<file path="config.mk">
export PLATFORM = sky130hd
export DESIGN_NAME = riu_decode_pipe
export DESIGN_NICKNAME = d
export VERILOG_FILES = /design/src/rtl/riu_pkg.sv /design/src/rtl/riu_decode_pipe_decoder.sv /design/src/rtl/riu_decode_pipe.sv
export SDC_FILE = /design/constraint.sdc
export NUM_CORES = 1
export LEC_CHECK = 0
export ABC_CLOCK_PERIOD_IN_PS = 3800
export BUFFER_PORTS_ARGS = -buffer_cell sky130_fd_sc_hd__clkbuf_2
export CORE_AREA = 10 10 86 88
export CTS_CLUSTER_DIAMETER = 200
export DETAILED_ROUTE_END_ITERATION = 7
export DIE_AREA = 0 0 96 98
export GPL_TIMING_DRIVEN = 0
export PLACE_DENSITY = 0.81
export SKIP_CTS_REPAIR_TIMING = 1
export SLEW_MARGIN = 0
export SYNTH_ARGS = -nofsm -noshare
export SYNTH_HDL_FRONTEND = slang
export SYNTH_SLANG_ARGS = --single-unit
</file>
<file path="constraint.sdc">
create_clock -name clk -period 3.8 [get_ports clk]
set_clock_uncertainty 0.05 [all_clocks]
set_input_delay 0.76 -clock clk [delete_from_list [all_inputs] [get_ports clk]]
set_output_delay 0.76 -clock clk [all_outputs]
set_load 0.01 [all_outputs]
</file>
<file path="src/rtl/riu_pkg.sv">
// Shared types and constants for the RV32IM-subset decode stage.
package riu_pkg;

  typedef enum logic [3:0] {
    ALU_AND   = 4'b0000,
    ALU_OR    = 4'b0001,
    ALU_XOR   = 4'b0010,
    ALU_ADD   = 4'b0011,
    ALU_SUB   = 4'b0100,
    ALU_MUL   = 4'b0101,
    ALU_MULH  = 4'b0110,
    ALU_MULHU = 4'b0111,
    ALU_SLL   = 4'b1000,
    ALU_SRA   = 4'b1001,
    ALU_SRL   = 4'b1011,
    ALU_SLT   = 4'b1100,
    ALU_SLTU  = 4'b1101
  } alu_op_e;

  typedef enum logic [1:0] {
    SEL_SW  = 2'b00,
    SEL_IMM = 2'b01,
    SEL_ALU = 2'b10
  } regsel_e;

  localparam logic [6:0] OPC_OP     = 7'b0110011;
  localparam logic [6:0] OPC_OPIMM  = 7'b0010011;
  localparam logic [6:0] OPC_LUI    = 7'b0110111;
  localparam logic [6:0] OPC_SYSTEM = 7'b1110011;

  localparam logic [11:0] CSR_SW        = 12'hF00;
  localparam logic [11:0] CSR_GPIO_BASE = 12'hF02;
  localparam int          GPIO_MAX      = 8;

  typedef struct packed {
    logic                alusrc;
    logic                regwrite;
    regsel_e             regsel;
    alu_op_e             op;
    logic [4:0]          rd;
    logic [4:0]          rs1;
    logic [4:0]          rs2;
    logic [31:0]         imm;
    logic [GPIO_MAX-1:0] gpio_we;
    logic                illegal;
  } ctl_bundle_t;

  // Unsupported encodings still travel down the pipe, with every control quiet.
  function automatic ctl_bundle_t illegal_bundle();
    ctl_bundle_t b;
    b         = '0;
    b.illegal = 1'b1;
    return b;
  endfunction

endpackage

</file>
<file path="src/rtl/riu_decode_pipe_decoder.sv">
// Combinational instruction decoder: raw word to control bundle plus multiply flag.
module riu_decoder
  import riu_pkg::*;
#(
  parameter int NUM_GPIO = 1
) (
  input  logic [31:0] instr,
  output ctl_bundle_t ctl,
  output logic        is_mul
);

  ctl_bundle_t ctl_s;
  logic        legal_s;
  logic        mul_s;
  logic [6:0]  opcode_s;
  logic [6:0]  funct7_s;
  logic [2:0]  funct3_s;
  logic [11:0] csr_addr_s;
  logic [11:0] gpio_k_s;

  assign opcode_s   = instr[6:0];
  assign funct7_s   = instr[31:25];
  assign funct3_s   = instr[14:12];
  assign csr_addr_s = instr[31:20];
  assign gpio_k_s   = csr_addr_s - CSR_GPIO_BASE;

  // Field decode; anything not explicitly recognised clears legal_s.
  always_comb begin
    ctl_s   = '0;
    legal_s = 1'b0;
    mul_s   = 1'b0;
    case (opcode_s)
      OPC_OP: begin
        ctl_s.regwrite = 1'b1;
        ctl_s.regsel   = SEL_ALU;
        ctl_s.rd       = instr[11:7];
        ctl_s.rs1      = instr[19:15];
        ctl_s.rs2      = instr[24:20];
        legal_s        = 1'b1;
        case ({funct7_s, funct3_s})
          {7'h00, 3'b000}: ctl_s.op = ALU_ADD;
          {7'h00, 3'b001}: ctl_s.op = ALU_SLL;
          {7'h00, 3'b010}: ctl_s.op = ALU_SLT;
          {7'h00, 3'b011}: ctl_s.op = ALU_SLTU;
          {7'h00, 3'b100}: ctl_s.op = ALU_XOR;
          {7'h00, 3'b101}: ctl_s.op = ALU_SRL;
          {7'h00, 3'b110}: ctl_s.op = ALU_OR;
          {7'h00, 3'b111}: ctl_s.op = ALU_AND;
          {7'h20, 3'b000}: ctl_s.op = ALU_SUB;
          {7'h20, 3'b101}: ctl_s.op = ALU_SRA;
          {7'h01, 3'b000}: begin ctl_s.op = ALU_MUL;   mul_s = 1'b1; end
          {7'h01, 3'b001}: begin ctl_s.op = ALU_MULH;  mul_s = 1'b1; end
          {7'h01, 3'b011}: begin ctl_s.op = ALU_MULHU; mul_s = 1'b1; end
          default:         legal_s = 1'b0;
        endcase
      end
      OPC_OPIMM: begin
        ctl_s.alusrc   = 1'b1;
        ctl_s.regwrite = 1'b1;
        ctl_s.regsel   = SEL_ALU;
        ctl_s.rd       = instr[11:7];
        ctl_s.rs1      = instr[19:15];
        ctl_s.imm      = {{20{instr[31]}}, instr[31:20]};
        legal_s        = 1'b1;
        case (funct3_s)
          3'b000: ctl_s.op = ALU_ADD;
          3'b111: ctl_s.op = ALU_AND;
          3'b110: ctl_s.op = ALU_OR;
          3'b100: ctl_s.op = ALU_XOR;
          3'b001: begin
            ctl_s.op  = ALU_SLL;
            ctl_s.imm = {27'd0, instr[24:20]};
            legal_s   = (funct7_s == 7'h00);
          end
          3'b101: begin
            ctl_s.imm = {27'd0, instr[24:20]};
            if (funct7_s == 7'h00) begin
              ctl_s.op = ALU_SRL;
            end else if (funct7_s == 7'h20) begin
              ctl_s.op = ALU_SRA;
            end else begin
              legal_s = 1'b0;
            end
          end
          default: legal_s = 1'b0;
        endcase
      end
      OPC_LUI: begin
        ctl_s.regwrite = 1'b1;
        ctl_s.regsel   = SEL_IMM;
        ctl_s.rd       = instr[11:7];
        ctl_s.imm      = {instr[31:12], 12'd0};
        legal_s        = 1'b1;
      end
      OPC_SYSTEM: begin
        ctl_s.rs1 = instr[19:15];
        if (funct3_s != 3'b001) begin
          legal_s = 1'b0;
        end else if (csr_addr_s == CSR_SW) begin
          ctl_s.regwrite = 1'b1;
          ctl_s.regsel   = SEL_SW;
          ctl_s.rd       = instr[11:7];
          legal_s        = 1'b1;
        end else if ((csr_addr_s >= CSR_GPIO_BASE) && (gpio_k_s < 12'(NUM_GPIO))) begin
          ctl_s.gpio_we = 8'd1 << gpio_k_s[2:0];
          legal_s       = 1'b1;
        end else begin
          legal_s = 1'b0;
        end
      end
      default: legal_s = 1'b0;
    endcase
  end

  assign ctl    = legal_s ? ctl_s : illegal_bundle();
  assign is_mul = legal_s && mul_s;

endmodule

</file>
<file path="src/rtl/riu_decode_pipe.sv">
// Registered decode stage: valid/ready on both sides, multiply stall sequencing, flush.
module riu_decode_pipe
  import riu_pkg::*;
#(
  parameter int NUM_GPIO = 1,
  parameter int MUL_LAT  = 1
) (
  input  logic                clk,
  input  logic                rst_n,
  input  logic                instr_valid,
  output logic                instr_ready,
  input  logic [31:0]         instr,
  input  logic                flush,
  output logic                ctl_valid,
  input  logic                ctl_ready,
  output logic                alusrc,
  output logic                regwrite,
  output logic [1:0]          regsel,
  output logic [3:0]          op,
  output logic [4:0]          rd,
  output logic [4:0]          rs1,
  output logic [4:0]          rs2,
  output logic [31:0]         imm,
  output logic [NUM_GPIO-1:0] gpio_we,
  output logic                illegal,
  output logic                busy
);

  typedef enum logic {
    ST_IDLE     = 1'b0,
    ST_MUL_WAIT = 1'b1
  } state_e;

  localparam logic [3:0] MUL_CNT = 4'(MUL_LAT - 1);
  localparam logic       MUL_SEQ = (MUL_LAT > 1);

  state_e      state_r;
  logic [3:0]  cnt_r;
  logic        ctl_valid_r;
  ctl_bundle_t hold_r;
  ctl_bundle_t out_r;
  ctl_bundle_t dec_s;
  logic        is_mul_s;
  logic        in_xfer_s;
  logic        out_xfer_s;
  logic        gpio_unused_s;

  riu_decoder #(.NUM_GPIO(NUM_GPIO)) u_decoder (
    .instr  (instr),
    .ctl    (dec_s),
    .is_mul (is_mul_s)
  );

  assign instr_ready = !flush && (state_r == ST_IDLE) && (!ctl_valid_r || ctl_ready);
  assign in_xfer_s   = instr_valid && instr_ready;
  assign out_xfer_s  = ctl_valid_r && ctl_ready;

  // Stage FSM: output register, hidden multiply register and stall counter.
  always_ff @(posedge clk or negedge rst_n) begin
    if (!rst_n) begin
      state_r     <= ST_IDLE;
      cnt_r       <= 4'd0;
      ctl_valid_r <= 1'b0;
      hold_r      <= '0;
      out_r       <= '0;
    end else if (flush) begin
      state_r     <= ST_IDLE;
      cnt_r       <= 4'd0;
      ctl_valid_r <= 1'b0;
    end else begin
      case (state_r)
        ST_IDLE: begin
          if (in_xfer_s && is_mul_s && MUL_SEQ) begin
            // Accepting implies the output register is empty or draining now.
            hold_r      <= dec_s;
            cnt_r       <= MUL_CNT;
            state_r     <= ST_MUL_WAIT;
            ctl_valid_r <= 1'b0;
          end else if (in_xfer_s) begin
            out_r       <= dec_s;
            ctl_valid_r <= 1'b1;
          end else if (out_xfer_s) begin
            ctl_valid_r <= 1'b0;
          end
        end
        ST_MUL_WAIT: begin
          if (cnt_r == 4'd1) begin
            out_r       <= hold_r;
            ctl_valid_r <= 1'b1;
            state_r     <= ST_IDLE;
            cnt_r       <= 4'd0;
          end else begin
            cnt_r <= cnt_r - 4'd1;
            if (out_xfer_s) begin
              ctl_valid_r <= 1'b0;
            end
          end
        end
        default: begin
          state_r <= ST_IDLE;
          cnt_r   <= 4'd0;
        end
      endcase
    end
  end

  assign ctl_valid     = ctl_valid_r;
  assign busy          = (state_r == ST_MUL_WAIT);
  assign alusrc        = out_r.alusrc;
  assign regwrite      = out_r.regwrite;
  assign regsel        = out_r.regsel;
  assign op            = out_r.op;
  assign rd            = out_r.rd;
  assign rs1           = out_r.rs1;
  assign rs2           = out_r.rs2;
  assign imm           = out_r.imm;
  assign gpio_we       = out_r.gpio_we[NUM_GPIO-1:0];
  assign illegal       = out_r.illegal;
  assign gpio_unused_s = ^{out_r.gpio_we, hold_r.gpio_we};

endmodule

</file>
## Word-level counts from Yosys, hierarchy flattened

Cells that the tools add are included.

- Multiplexer cells: 43
- Shift-type cells: 1
- $add $sub $neg: 2
- Magnitude comparators: 2
- Reduce and logical (&&, ||, !) cells: 19
- Bitwise gates (word level): 2
- Div/mod/pow operators: 0
- $mul: 0
- Equal/unequal tests: 27

Operators with widths:

| cell | count |
|---|---|
| $mux 64 | 3 |
| $pmux 64 s2 | 1 |
| $pmux 32 s2 | 1 |
| $pmux 4 s12 | 1 |
| $eq 10x3->1 const B | 4 |
| $mux 32 | 1 |
| $mux 8 | 4 |
| $eq 10x4->1 const B | 3 |
| $eq 7x6->1 const B | 3 |
| $eq 10x2->1 const B | 2 |
| $eq 10x9->1 const B | 2 |
| $mux 4 | 5 |
| $mux 5 | 4 |
| $pmux 4 s5 | 1 |
| $mux 1 | 14 |
| $reduce_or 13->1 | 1 |
| $eq 12x12->1 const B | 1 |
| $eq 3x3->1 const B | 4 |
| $ge 12x12->1 const B | 1 |
| $lt 12x1->1 const B | 1 |
| $sub 12x12->12 const B | 1 |
| $eq 10x1->1 const B | 1 |
| $logic_not 10->1 | 1 |
| $pmux 5 s2 | 1 |
| 26 further kinds | 35 |

- Memory bits (read-only): 0
- Output and inout bits: 60
- Memories kept: 0
- Bits in registers: 63
- Latch bits: 0
- RAM bits: 0
- Bits of input ports: 37

## Logic depth before layout (Yosys ltp)

- Word-level depth: 10
- Mapped depth: 10
- Depth with buffers taken out: 7

## Cells and area by module

A second synthesis with hierarchy kept.

- Cells, all modules: 327
- Area total of the unflattened synthesis: 3642.2 um2

Modules (own cells, without submodules):

| module | times used | cells an instance | area each (um2) |
|---|---|---|---|
| riu_decode_pipe | 1 | 153 | 2635.0 |
| riu_decoder | 1 | 174 | 1007.2 |

## Worst setup path before layout

OpenSTA, ideal clock, no wires.

- Path type: input to register
- Start point: in instr[25]
- End point: reg out_r (netlist bit imm[0])
- Arrival: 2.322 ns
- Setup time: 0.122 ns
- Path buffers: 3
- Cell stages on the path: 8
- Setup slack: 1.307 ns
- Cell sequence: buf_4 > o21ai_0 > and3_1 > o2111a_1 > or4_1 > buf_6 > buf_6 > a32o_1

- Longest elaborated chain between the ends: 10
- Elaborated cells between the ends (all ways): 32

RTL lines:

| element | line | source |
|---|---|---|
| from (decl) | riu_decode_pipe.sv:12 | `input logic [31:0] instr,` |
| $sub 12x12->12 | riu_decode_pipe_decoder.sv:25 | `assign gpio_k_s = csr_addr_s - CSR_GPIO_BASE;` |
| $lt 12x1->1 | riu_decode_pipe_decoder.sv:104 | `end else if ((csr_addr_s >= CSR_GPIO_BASE) && (gpio_k_s < 12'(NUM_GPIO))) begin` |
| $logic_and 1x1->1 | riu_decode_pipe_decoder.sv:104 |  |
| $mux 1 | riu_decode_pipe_decoder.sv:104 |  |
| $mux 1 | riu_decode_pipe_decoder.sv:99 | `end else if (csr_addr_s == CSR_SW) begin` |
| $mux 1 | riu_decode_pipe_decoder.sv:97 | `if (funct3_s != 3'b001) begin` |
| $pmux 1 s4 (*) | riu_decode_pipe_decoder.sv:32 | `case (opcode_s)` |
| $mux 64 (*) | riu_decode_pipe_decoder.sv:115 | `assign ctl = legal_s ? ctl_s : illegal_bundle();` |
| $mux 64 (*) | riu_decode_pipe.sv:79 | `end else if (in_xfer_s) begin` |
| $pmux 64 s2 (*) | riu_decode_pipe.sv:71 | `case (state_r)` |
| to (signal assigned) | riu_decode_pipe.sv:80 | `out_r <= dec_s;` |
| to (signal assigned) | riu_decode_pipe.sv:88 | `out_r <= hold_r;` |
| to (decl) | riu_decode_pipe.sv:41 | `ctl_bundle_t out_r;` |

Mark *: on every way between the ends. The rest lies on a longest branch, timed or not. The select of a mux whose other input is x is not followed.
A chain may end at the register's enable or synchronous reset.

## Final worst setup path

- Start point: reg cnt_r[1]
- End point: reg out_r (netlist bit imm[10])

- Longest elaborated chain between the ends: 3

RTL lines:

| element | line | source |
|---|---|---|
| from (decl) | riu_decode_pipe.sv:38 | `logic [3:0] cnt_r;` |
| from (signal assigned) | riu_decode_pipe.sv:93 | `cnt_r <= cnt_r - 4'd1;` |
| $eq 4x1->1 | riu_decode_pipe.sv:87 | `if (cnt_r == 4'd1) begin` |
| $ne 2x1->1 (no line) | - |  |
| $reduce_and 3->1 (no line) | - |  |

No other way between the ends.

==> metrics.json <==
{
  "min_path": {
    "worstHoldPathType": "reg -> reg",
    "min_delay_path_depth": 2
  },
  "synth": {
    "synth_area_mm2": 0.00303,
    "number_of_instances_in_the_synthesized_netlist": 313,
    "synth_top_area_cell": "dfrtp_1",
    "net_count_after_synthesis": 353,
    "ys_async_sr_fraction": 1.00,
    "synth_edf_count": 0,
    "post_synth_main_area_contributors": "dfrtp_1 (52%), o21ai_0 (6.4%), nand2_1 (4.7%), a21oi_1 (4.5%), a32o_1 (3.3%)",
    "synth.lib_cells_used.distinct": 53,
    "synth_largest_type_area_fraction": 0.520,
    "ys.warnings.count": 64,
    "synth_sequential_area_ratio": 0.520,
    "synth-seq-cells": 63,
    "post_synth.cell_area_avg_um2": 9.69,
    "ys.flop_type": "dfrtp_1"
  },
  "global_routing": {
    "grt_first_pass_wirelength_um": 14900,
    "first_global_vias": 2943,
    "grt.total_usage": 0.198,
    "grt_start_max_net_pins": 64,
    "initial_antenna_violation_count": 0,
    "grt-ovfl-total": 0
  },
  "finish": {
    "layout-area-overhead-vs-synth_pct": 26.3,
    "finalCoreUtilization": 0.667,
    "final_layout_size_suffix_gt1_frac": 0.311,
    "postLayoutCellArea_mm2": 0.00383,
    "antennaDiodeCount": 0,
    "final_net_count": 460,
    "highest_count_cells_in_the_layout_ignoring_fill_and_taps": "clkbuf_2 (98), dfrtp_1 (63), o21ai_0 (39)",
    "mostFrequentLayoutCell": "clkbuf_2"
  },
  "routing": {
    "drt_first_iter_violations": 232,
    "drt-pass1-iter-count": 5,
    "wl_um": 9160,
    "vias": 2916,
    "detail-route-antenna-nets": 0,
    "wl_per_cell_um": 18.3,
    "post_drt_via_cell_ratio": 5.83,
    "post-route-drc-count": 0
  },
  "sta": {
    "timing.final.max_slew_violations": 0,
    "relSlewSlack": 0.367,
    "finalWorstPathRequiredPeriod_ns": 2.78,
    "worst-slew-pin-transition_ns": 0.940,
    "finalSetupViolCount": 0,
    "rsz0062_at_grt": "no",
    "layout_worst_path_cycle_share": 0.732,
    "post-route-worst-setup-slack_ns": 1.02,
    "max_freq_mhz": 360,
    "final-hold-violation-count": 0,
    "totalNegativeSetupSlack_ns": 0
  },
  "worst_setup_path": {
    "worst_path_fanout_max": 7,
    "worst_path_dominant_cell_family": "simple AND/OR/NAND/NOR gates",
    "cp_num_cells": 7,
    "worst_setup_path_endpoint": "imm[10]",
    "regToRegStartpoint": "cnt_r[1]",
    "criticalPathCategory": "reg -> reg",
    "crit_arrival_ns": 3.00,
    "cpPeakStageDelay_ns": 0.77,
    "timing.reg2reg.setup_slack_ns": 1.02,
    "critical_path_required_ns": 4.02,
    "critPathSlowestCell": "nor3_1",
    "worstSetupStartpointType": "flop",
    "r2r_cells": 7,
    "crit_path_end_kind": "flop",
    "timing.critical_path.buf_inv": 1,
    "worstSetupStartpoint": "cnt_r[1]",
    "crit_chain": "inv_1 -> ha_1 -> nor3b_1 -> a22oi_1 -> nor3_1 -> o211a_1 -> a22o_1",
    "worstReg2RegEnd": "imm[10]"
  },
  "floorplan": {
    "chipWidth_um": 96,
    "row_count": 28,
    "io_pins": 97,
    "floorplan.initialDensity": 0.528,
    "core_mm2": 0.00575,
    "die_y_um": 98,
    "die_area_mm2": 0.00941
  },
  "pwr": {
    "power.static_leakage_nw": 1.84,
    "vdd_ir_drop_max_mv": 0.240,
    "total_power_per_unit_cell_area_mw_per_mm2": 374,
    "comb_power_share": 0.083,
    "netSwitchingPower_mw": 0.350,
    "power.switching_fraction": 0.244,
    "total_power_mw": 1.43,
    "power_frac_clock": 0.443,
    "sequentialPowerShare": 0.474,
    "p_int_mw": 1.08
  },
  "placement": {
    "pre_cts_slack_ns": 0.798,
    "gp_routability_congestion": 0.874,
    "dpl.hpwl_um": 7040,
    "port_buffers": 96,
    "placement.cell_area_mm2": 0.00361
  },
  "outcome": {
    "outcome": "complete, no violations"
  },
  "run": {
    "cap_violations": 0
  },
  "cts": {
    "skew_pair_late_insertion_delay_ns": 0.33,
    "cts_tree": "done",
    "clock_tree.htree_level_count": 3,
    "clk_pin_slew_ns": 0.07,
    "clock_tree.buffer_depth": 2,
    "clk_root_buffer_cell": "clkbuf_8",
    "cts-buffers-inserted": 9,
    "cts_num_sinks": 63
  }
}
[power groups by stage]
stage	clock network, mW	logic, mW	registers, mW
floorplan	0	0.0500	0.695
global placement	0	0.115	0.692
detailed placement	0	0.118	0.692
CTS	0.642	0.119	0.679
global route	0.679	0.132	0.680
finish	0.636	0.119	0.680
[synthesized netlist by cell type (all sizes together), types with 7 or more instances]
cell type,number
inv,7
a22o,9
clkbuf,19
nand4,8
o21ai,39
nand2,38
a21oi,28
nand3,8
a32o,10
dfrtp,63
nor2,14
nor3,7
[routing by layer]
metal	routed length (um)	up-vias	global-route usage
li1	-	1363	-
met2	4640	114	0.315
met3	639	20	0.0551
met5	0	-	0
met4	210	0	0.0715
met1	3670	1419	0.248
[worst min-delay path by stage]
stage | startpoint | end | slack [ns]
floorplan | rst_n | alusrc | 0.41
global placement | gpio_we | gpio_we | 0.41
detailed placement | imm[20] | imm[20] | 0.42
CTS | gpio_we | gpio_we | 0.44
global route | illegal | illegal | 0.46
finish | imm[20] | imm[20] | 0.43
[final cells by class]
type	instances	area, um^2
fillers	492	1920
flip-flops and latches	63	1580
multi-input cells	218	1310
repair buffers	96	483
clock buffers	9	124
plain buffers	25	120
clock inverters	7	97.6
well taps	75	93.8
inverters	7	26.3
[metrics by stage]
stage / cells / hold WS [ns]
floorplan: 313 / 0.414
global placement: 484 / 0.412
detailed placement: 484 / 0.423
CTS: 500 / 0.438
global route: 500 / 0.457
finish: 500 / 0.432
[state kept, by name, indices dropped and copies added, names as in the netlist]
signal     flops
busy           1
regwrite       1
op             4
ctl_valid      1
rs1            5
alusrc         1
regsel         2
gpio_we        1
rd             5
imm           32
cnt_r          4
illegal        1
rs2            5
[worst register-to-register path: stages, from the launching register on]
cell and delay, ns:
dfrtp_1 0.40, inv_1 0.08, ha_1 0.16, nor3b_1 0.44
a22oi_1 0.28, nor3_1 0.77, o211a_1 0.38, a22o_1 0.17
[cells by family (layout without fill, tap and decap cells)]
family,count (synthesis),after routing,synth area share
flip-flops,63,63,0.520
buffers and inverters,32,144,0.0483
XOR/XNOR,1,1,0.00289
adder cells (fa/ha/maj),3,3,0.0124
multiplexers,1,1,0.00371
AO/OA/AOI/OAI,104,104,0.222
AND/OR/NAND/NOR,109,109,0.191
No activity file was read; power rests on OpenSTA's default activity.
